[src/rtl/bram_line_mover_if.sv]
// Request, status and BRAM native-port signals of bram_line_mover.
// The slave side is the mover; the master side is its environment.
interface bram_line_mover_if #(
    parameter int LINE_W = 512,
    parameter int WORD_W = 32,
    parameter int ADDR_W = 15
);
    localparam int WORDS = LINE_W / WORD_W;
    localparam int BYTES = WORD_W / 8;
    localparam int CNT_W = $clog2(WORDS) + 1;

    logic              i_trigger;
    logic              i_mode;
    logic [ADDR_W-1:0] i_base_addr;
    logic [CNT_W-1:0]  i_num_words;
    logic [LINE_W-1:0] i_wrdata;
    logic [LINE_W-1:0] o_rddata;
    logic              o_busy;
    logic              o_done;
    logic              o_err;
    logic              o_bram_en;
    logic [BYTES-1:0]  o_bram_we;
    logic [ADDR_W-1:0] o_bram_addr;
    logic [WORD_W-1:0] o_bram_wrdata;
    logic [WORD_W-1:0] i_bram_rddata;

    modport slave (
        input  i_trigger, i_mode, i_base_addr, i_num_words, i_wrdata, i_bram_rddata,
        output o_rddata, o_busy, o_done, o_err,
        output o_bram_en, o_bram_we, o_bram_addr, o_bram_wrdata
    );

    modport master (
        output i_trigger, i_mode, i_base_addr, i_num_words, i_wrdata, i_bram_rddata,
        input  o_rddata, o_busy, o_done, o_err,
        input  o_bram_en, o_bram_we, o_bram_addr, o_bram_wrdata
    );
endinterface

[src/rtl/bram_line_mover.sv]
// Moves one LINE_W cache line to or from a WORD_W BRAM port, one word per cycle,
// with programmable word count and a RD_LAT-deep read-return pipeline.
module bram_line_mover #(
    parameter int LINE_W = 512,
    parameter int WORD_W = 32,
    parameter int ADDR_W = 15,
    parameter int RD_LAT = 1
) (
    input logic              S_AXI_ACLK,
    input logic              S_AXI_ARESETN,
    bram_line_mover_if.slave bus
);
    localparam int WORDS = LINE_W / WORD_W;
    localparam int BYTES = WORD_W / 8;
    localparam int CNT_W = $clog2(WORDS) + 1;
    localparam int IDX_W = (WORDS > 1) ? $clog2(WORDS) : 1;
    localparam logic [RD_LAT-1:0] OLDEST = RD_LAT'(1) << (RD_LAT - 1);

    typedef enum logic [2:0] {IDLE, WRITE, RD_ISSUE, RD_DRAIN, DONE} state_t;

    state_t            state_q, state_d;
    logic              trig_q;
    logic              start;
    logic              unaligned;
    logic              last_word;
    logic              younger_busy;
    logic [CNT_W-1:0]  n_eff;
    logic [CNT_W-1:0]  n_q;
    logic [CNT_W-1:0]  k_q;
    logic [ADDR_W-1:0] base_q;
    logic [LINE_W-1:0] line_q;
    logic              err_q;
    logic [RD_LAT-1:0] vld_q;
    logic [IDX_W-1:0]  idx_q [RD_LAT];

    assign start        = bus.i_trigger & ~trig_q;
    assign unaligned    = (bus.i_base_addr & ADDR_W'(BYTES - 1)) != '0;
    assign n_eff        = (bus.i_num_words == '0 || bus.i_num_words > CNT_W'(WORDS))
                          ? CNT_W'(WORDS) : bus.i_num_words;
    assign last_word    = (k_q == n_q - CNT_W'(1));
    // Returns still in flight ahead of the oldest stage keep the drain going.
    assign younger_busy = (vld_q & ~OLDEST) != '0;

    assign bus.o_busy = (state_q != IDLE);
    assign bus.o_done = (state_q == DONE);
    assign bus.o_err  = (state_q == DONE) && err_q;

    // NOTE: every signal written here gets a default first, so no latch is inferred.
    always_comb begin
        state_d           = state_q;
        bus.o_bram_en     = 1'b0;
        bus.o_bram_we     = '0;
        bus.o_bram_addr   = '0;
        bus.o_bram_wrdata = '0;

        unique case (state_q)
            IDLE: begin
                if (start) begin
                    if (unaligned)        state_d = DONE;
                    else if (bus.i_mode)  state_d = RD_ISSUE;
                    else                  state_d = WRITE;
                end
            end
            WRITE: begin
                bus.o_bram_en     = 1'b1;
                bus.o_bram_we     = '1;
                bus.o_bram_addr   = base_q + ADDR_W'(k_q) * ADDR_W'(BYTES);
                bus.o_bram_wrdata = line_q[k_q[IDX_W-1:0]*WORD_W +: WORD_W];
                if (last_word) state_d = DONE;
            end
            RD_ISSUE: begin
                bus.o_bram_en   = 1'b1;
                bus.o_bram_addr = base_q + ADDR_W'(k_q) * ADDR_W'(BYTES);
                if (last_word) state_d = RD_DRAIN;
            end
            RD_DRAIN: begin
                if (!younger_busy) state_d = DONE;
            end
            DONE:    state_d = IDLE;
            default: state_d = IDLE;
        endcase
    end

    // NOTE: sequential state uses <= so every register updates from pre-edge values.
    always_ff @(posedge S_AXI_ACLK or negedge S_AXI_ARESETN) begin
        if (!S_AXI_ARESETN) begin
            state_q      <= IDLE;
            trig_q       <= 1'b0;
            n_q          <= '0;
            k_q          <= '0;
            base_q       <= '0;
            // NOTE: the line buffer is a flop array, not a RAM, so it takes the async reset.
            line_q       <= '0;
            err_q        <= 1'b0;
            bus.o_rddata <= '0;
        end else begin
            state_q <= state_d;
            trig_q  <= bus.i_trigger;
            unique case (state_q)
                IDLE: begin
                    if (start) begin
                        line_q <= bus.i_wrdata;
                        base_q <= bus.i_base_addr;
                        n_q    <= n_eff;
                        k_q    <= '0;
                        err_q  <= unaligned;
                        if (bus.i_mode && !unaligned) bus.o_rddata <= '0;
                    end
                end
                WRITE, RD_ISSUE: k_q <= k_q + CNT_W'(1);
                default: ;
            endcase
            if (vld_q[RD_LAT-1])
                bus.o_rddata[idx_q[RD_LAT-1]*WORD_W +: WORD_W] <= bus.i_bram_rddata;
        end
    end

    // Read-return tracker: stage 0 is the youngest issue, stage RD_LAT-1 meets the data.
    always_ff @(posedge S_AXI_ACLK or negedge S_AXI_ARESETN) begin
        if (!S_AXI_ARESETN) begin
            vld_q <= '0;
            for (int i = 0; i < RD_LAT; i++) idx_q[i] <= '0;
        end else begin
            vld_q[0] <= (state_q == RD_ISSUE);
            idx_q[0] <= k_q[IDX_W-1:0];
            for (int i = 1; i < RD_LAT; i++) begin
                vld_q[i] <= vld_q[i-1];
                idx_q[i] <= idx_q[i-1];
            end
        end
    end
endmodule

[src/flat_wrapper.sv]
// flat-port wrapper written by rule: the top's interface ports become plain ports
module bram_line_mover_flat 
#(
    parameter int LINE_W = 512,
    parameter int WORD_W = 32,
    parameter int ADDR_W = 15,
    parameter int RD_LAT = 1
)
  (S_AXI_ACLK, S_AXI_ARESETN, bus_i_trigger, bus_i_mode, bus_i_base_addr, bus_i_num_words, bus_i_wrdata, bus_i_bram_rddata, bus_o_rddata, bus_o_busy, bus_o_done, bus_o_err, bus_o_bram_en, bus_o_bram_we, bus_o_bram_addr, bus_o_bram_wrdata);
  bram_line_mover_if #(.LINE_W(LINE_W), .WORD_W(WORD_W), .ADDR_W(ADDR_W)) bus_i ();
  input logic S_AXI_ACLK;
  input logic S_AXI_ARESETN;
  input wire logic [$bits(bus_i.i_trigger)-1:0] bus_i_trigger;
  input wire logic [$bits(bus_i.i_mode)-1:0] bus_i_mode;
  input wire logic [$bits(bus_i.i_base_addr)-1:0] bus_i_base_addr;
  input wire logic [$bits(bus_i.i_num_words)-1:0] bus_i_num_words;
  input wire logic [$bits(bus_i.i_wrdata)-1:0] bus_i_wrdata;
  input wire logic [$bits(bus_i.i_bram_rddata)-1:0] bus_i_bram_rddata;
  output wire logic [$bits(bus_i.o_rddata)-1:0] bus_o_rddata;
  output wire logic [$bits(bus_i.o_busy)-1:0] bus_o_busy;
  output wire logic [$bits(bus_i.o_done)-1:0] bus_o_done;
  output wire logic [$bits(bus_i.o_err)-1:0] bus_o_err;
  output wire logic [$bits(bus_i.o_bram_en)-1:0] bus_o_bram_en;
  output wire logic [$bits(bus_i.o_bram_we)-1:0] bus_o_bram_we;
  output wire logic [$bits(bus_i.o_bram_addr)-1:0] bus_o_bram_addr;
  output wire logic [$bits(bus_i.o_bram_wrdata)-1:0] bus_o_bram_wrdata;
  assign bus_i.i_trigger = bus_i_trigger;
  assign bus_i.i_mode = bus_i_mode;
  assign bus_i.i_base_addr = bus_i_base_addr;
  assign bus_i.i_num_words = bus_i_num_words;
  assign bus_i.i_wrdata = bus_i_wrdata;
  assign bus_i.i_bram_rddata = bus_i_bram_rddata;
  assign bus_o_rddata = bus_i.o_rddata;
  assign bus_o_busy = bus_i.o_busy;
  assign bus_o_done = bus_i.o_done;
  assign bus_o_err = bus_i.o_err;
  assign bus_o_bram_en = bus_i.o_bram_en;
  assign bus_o_bram_we = bus_i.o_bram_we;
  assign bus_o_bram_addr = bus_i.o_bram_addr;
  assign bus_o_bram_wrdata = bus_i.o_bram_wrdata;
  bram_line_mover #(.LINE_W(LINE_W), .WORD_W(WORD_W), .ADDR_W(ADDR_W), .RD_LAT(RD_LAT)) u_core (.S_AXI_ACLK(S_AXI_ACLK), .S_AXI_ARESETN(S_AXI_ARESETN), .bus(bus_i));
endmodule
[config.mk]
export PLATFORM = sky130hd
export DESIGN_NAME = bram_line_mover_flat
export DESIGN_NICKNAME = d
export VERILOG_FILES = /design/src/rtl/bram_line_mover_if.sv /design/src/rtl/bram_line_mover.sv /design/src/flat_wrapper.sv
export SDC_FILE = /design/constraint.sdc
export NUM_CORES = 2
export LEC_CHECK = 0
export ABC_AREA = 1
export CORE_AREA = 3 3 446 448
export DETAILED_ROUTE_END_ITERATION = 12
export DIE_AREA = 0 0 449 451
export PLACE_DENSITY = 0.42
export SYNTH_ARGS = -nofsm -noshare
export SYNTH_HDL_FRONTEND = slang
export SYNTH_SLANG_ARGS = --single-unit
[constraint.sdc]
create_clock -name S_AXI_ACLK -period 6.98 [get_ports S_AXI_ACLK]
set_clock_uncertainty 0.05 [all_clocks]
set_input_delay 1.396 -clock S_AXI_ACLK [delete_from_list [all_inputs] [get_ports S_AXI_ACLK]]
set_output_delay 1.396 -clock S_AXI_ACLK [all_outputs]
set_load 0.01 [all_outputs]
==> out/qor_table.md <==
| Group | Parameter | This run |
|:---|:---|:---|
| power and ir drop | Leakage power total | 30.9 nW |
| logic synthesis | Number of flops mapped to enable cells by yosys | 0 |
| logic synthesis | Count leader, synth | sky130_fd_sc_hd__nand2_1 |
| power and ir drop | Power per cell area | 386 nW/µm² |
| floorplanning | Width of the chip | 449 µm |
| logic synthesis | Cell area after technology mapping | 48500 µm² |
| timing | Number of endpoints with negative hold slack in the final report | 0 |
| clock tree | Number of resized instances in the post-cts repair step | 0 |
| critical path | Critical setup path kind | flip-flop to output pin |
| logic synthesis | Synth top cells by count | sky130_fd_sc_hd__nand2_1 (1934), sky130_fd_sc_hd__dfrtp_1 (1059), sky130_fd_sc_hd__o21ai_0 (597) |
| logic synthesis | Largest family of logic cells by synthesized area | simple AND/OR/NAND/NOR gates |
| logic synthesis | Synthesized Nets | 6706 |
| timing | Clock period minus final worst setup slack | 6.02 ns |
| clock tree | Library cell used as clock root buffer | sky130_fd_sc_hd__clkbuf_16 |
| logic synthesis | Share of the synthesized area in the top cell type | 0.546 |
| clock tree | Post-CTS setup buffer count | 0 |
| logic synthesis | Xor and xnor area share after synthesis | 0.000542 |
| status | Outcome | finished clean |
| hold path | Hold-critical path depth | 2 |
| critical path | WP data arrival | 4.57 ns |
| clock tree | Number of buffers inserted for hold repair after clock tree synthesis | 0 |
| logic synthesis | Prevailing post-synth register cell | sky130_fd_sc_hd__dfrtp_1 |
| logic synthesis | Share of synthesized registers carrying an async set or reset | 1.00 |
| placed design | DP Worst Slack | 1.72 ns |
| timing | Slew at the pin closest to its max-slew limit | 1.17 ns |
| route | Number of DRC markers after the initial detailed-route iteration | 3615 |
| run | Max-cap violation count | 0 |
| cells and area | Multi-input combinational cell area | 17900 µm² |
| floorplanning | Area of the core | 195000 µm² |
| logic synthesis | Netlist cell types | 33 |
| timing | Achievable frequency | 0.166 GHz |
| placed design | Instance count after placement with tap cells included | 9510 |
| clock tree | Worst-case clock buffer depth | 3 |
| logic synthesis | Leading area contributor after synthesis | sky130_fd_sc_hd__dfrtp_1 |
| clock tree | Number of clock sinks seen by CTS | 1059 |
| logic synthesis | Sequential fraction of the synthesis area | 0.546 |
| route | DR DRC count | 0 |
| placed design | Sum of net half-perimeters after detailed placement | 176 mm |
| logic synthesis | Area share of fa/ha/maj cells after synthesis | 0.00299 |
| floorplanning | Number of rows created at floorplan | 162 |
| clock tree | Level count of the clock H-tree | 4 |
| floorplanning | Overall die height | 451 µm |
| floorplanning | IO Count | 1135 |
| cells and area | Filler-free cell count of the finished design | 9777 |
| placed design | Global placer's final weighted congestion | 0.839 |
| clock tree | Clock tree from TritonCTS | built |
| critical path | CP required | 5.53 ns |
| floorplanning | Die Outline Area | 202000 µm² |
| grt | Antenna violations before repair | 43 |
| route | Total number of vias | 45400 |
| route | Routed wire per std cell | 24.9 µm |
| clock tree | Skew-Pair Late Insertion Delay | 0.79 ns |
| grt | Vias in the first global route | 45200 |
| route | Total routed wirelength | 244 mm |
| logic synthesis | Synthesized flop and latch total | 1059 |
| timing | Final cycle utilization of the critical path | 0.862 |
| placed design | Count of input and output buffers | 1134 |
| critical path | R2R Setup Slk | 2.16 ns |
| cells and area | Final-layout fill cell count | 20900 |
| logic synthesis | Simple-Gate Fraction of Synth Area | 0.257 |
| cells and area | Reg area | 26500 µm² |
| grt | Largest net degree at the start of global routing | 233 |
| hold path | Destination of the worst hold path | u_core.line_q[352] |
| grt | GRT Total Usage | 0.234 |
| grt | Wire length of the first global-routing pass | 344 mm |
| power and ir drop | VDD IR max | 0.258 mV |
| logic synthesis | Post-Syn Area per Cell | 7.92 µm² |
| logic synthesis | Top cells by area, synth | sky130_fd_sc_hd__dfrtp_1 (55%), sky130_fd_sc_hd__nand2_1 (15%), sky130_fd_sc_hd__o21ai_0 (6.2%) |
| critical path | Largest driver fanout on the critical path | 46 |
| route | TritonRoute pass-1 iters | 6 |
| floorplanning | Initial core utilization | 0.249 |
| critical path | Worst setup EP type | output pin |
| logic synthesis | Synth Area in Compound Gates | 0.107 |
| timing | Fin worst setup slack | 0.963 ns |
| clock tree | Clock-pin slew reported for the worst setup and hold paths after clock tree synthesis | 0.06 ns |
| hold path | Hold/Removal Path Class | flip-flop to flip-flop |
| critical path | Crit. Startpoint | u_core.k_q[1] |
| power and ir drop | Final Total Pwr | 0.0257 W |
| critical path | Endpoint of the worst register-to-register path | u_core.bus.o_rddata[33] |
| grt | GRT Residual Overflow | 0 |
| hold path | Beginning of the worst hold path | u_core.line_q[352] |
| timing | Unrepaired setup endpoints after global routing | no |
| timing | Setup total negative slack | 0 ns |
| timing | Max Transition Viols Final | 0 |
| critical path | R2r startpoint | u_core.idx_q[0] |
| critical path | Critical path startpoint category | flip-flop |
| logic synthesis | Post-synthesis instance total | 6127 |
| cells and area | Number of nets in the layout | 7604 |
| route | Vias per inst | 4.64 |
| route | Post-route antenna net violation count | 0 |
| logic synthesis | Yosys warning count | 0 |
| logic synthesis | Proportion of synthesized area in mux cells | 0 |
| timing | Final setup violation count | 0 |
| cells and area | Synth-to-layout area growth | 37.0% |
| clock tree | CTS Buf Count | 137 |
| cells and area | Proportion of layout cells with a drive suffix above 1 | 0.0435 |
| timing | Max transition margin | 0.218 |
| critical path | Reg2reg path depth | 12 |
## layer usage
metal,vias up,wire [µm],share of wire,GRT usage
met3,323,13600,0.056,0.0477
met4,16,9970,0.041,0.0970
met5,-,113,0.00046,0
li1,21400,-,-,-
met1,22100,97300,0.40,0.279
met2,1495,123000,0.50,0.408
## worst max path at each step
stage	cells after the start	slack (ns)	end
after CTS	7	0.79	bus_o_bram_wrdata[13]
after global routing	11	0.72	bus_o_bram_addr[14]
after global placement	7	1.66	bus_o_bram_wrdata[13]
after detailed placement	7	1.72	bus_o_bram_wrdata[13]
final	10	0.96	bus_o_bram_wrdata[31]
after floorplan	9	3.87	bus_o_bram_addr[14]
## registers in the layout (all words and copies together) (netlist names)
| register | flops |
|---|---|
| u_core.vld_q | 1 |
| u_core.idx_q | 4 |
| u_core.trig_q | 1 |
| u_core.bus.o_rddata | 512 |
| u_core.base_q | 15 |
| u_core.k_q | 5 |
| u_core.line_q | 512 |
| u_core.err_q | 1 |
| u_core.n_q | 5 |
| u_core.state_q | 3 |
## report_power, final
group	switching, W	internal (W)
registers	0.00114	0.00812
clock network	0.00297	0.00417
logic	0.00625	0.00302
## logic make-up (layout without fill, tap and decap cells)
| group | count (synthesis) | in the layout |
|---|---|---|
| buffers and inverters | 1044 | 2048 |
| XOR/XNOR | 3 | 3 |
| AND/OR/NAND/NOR | 3007 | 3007 |
| AO/OA/AOI/OAI | 1003 | 1003 |
| other | 0 | 22 |
| flip-flops | 1059 | 1059 |
| adder cells (fa/ha/maj) | 11 | 11 |
## cell type report
| cell class | instances | share of cell area |
|---|---|---|
| flip-flops and latches | 1059 | 0.399 |
| repair buffers | 1202 | 0.181 |
| multi-input cells | 4024 | 0.269 |
| clock buffers | 209 | 0.0597 |
| clock inverters | 36 | 0.00710 |
| diodes | 22 | 0.000828 |
| well taps | 2624 | 0.0494 |
| inverters | 601 | 0.0343 |
## cells in the final DEF, fill, tap and decap left out, types with 64 or more instances in the layout
cell                              synthesis  final
sky130_fd_sc_hd__o211ai_1                64     64
sky130_fd_sc_hd__nor2_1                 322    319
sky130_fd_sc_hd__inv_1                  587    584
sky130_fd_sc_hd__clkbuf_16                0    139
sky130_fd_sc_hd__dfrtp_1               1059   1056
sky130_fd_sc_hd__a21oi_1                231    231
sky130_fd_sc_hd__nand3_1                594    592
sky130_fd_sc_hd__nand2_1               1934   1931
sky130_fd_sc_hd__nand4_1                130    130
sky130_fd_sc_hd__o21ai_0                597    597
sky130_fd_sc_hd__clkdlybuf4s50_1          0   1133
sky130_fd_sc_hd__o21ai_1                106    106
## critical path: stages, from the launching register on
cell and delay (ns):
sky130_fd_sc_hd__dfrtp_4 0.73, sky130_fd_sc_hd__clkinv_2 0.87, sky130_fd_sc_hd__buf_4 0.53, sky130_fd_sc_hd__a21oi_1 0.15, sky130_fd_sc_hd__o21ai_0 0.11, sky130_fd_sc_hd__nand2_1 0.10, sky130_fd_sc_hd__nand2_1 0.09, sky130_fd_sc_hd__nand2_1 0.12
sky130_fd_sc_hd__inv_1 0.05, sky130_fd_sc_hd__a21oi_1 0.36, sky130_fd_sc_hd__clkdlybuf4s50_1 0.63
## per-stage QoR
| stage | instance area [µm²] | hold WS, ns | utilization |
|---|---|---|---|
| after floorplan | 48500 | 0.326 | - |
| after global placement | 62000 | 0.398 | 0.318 |
| after detailed placement | 62000 | 0.403 | 0.318 |
| after CTS | 66400 | 0.417 | 0.341 |
| after global routing | 66500 | 0.430 | 0.341 |
| final | 66500 | 0.413 | 0.341 |
Note: power is estimated with default switching activity, not from simulation.
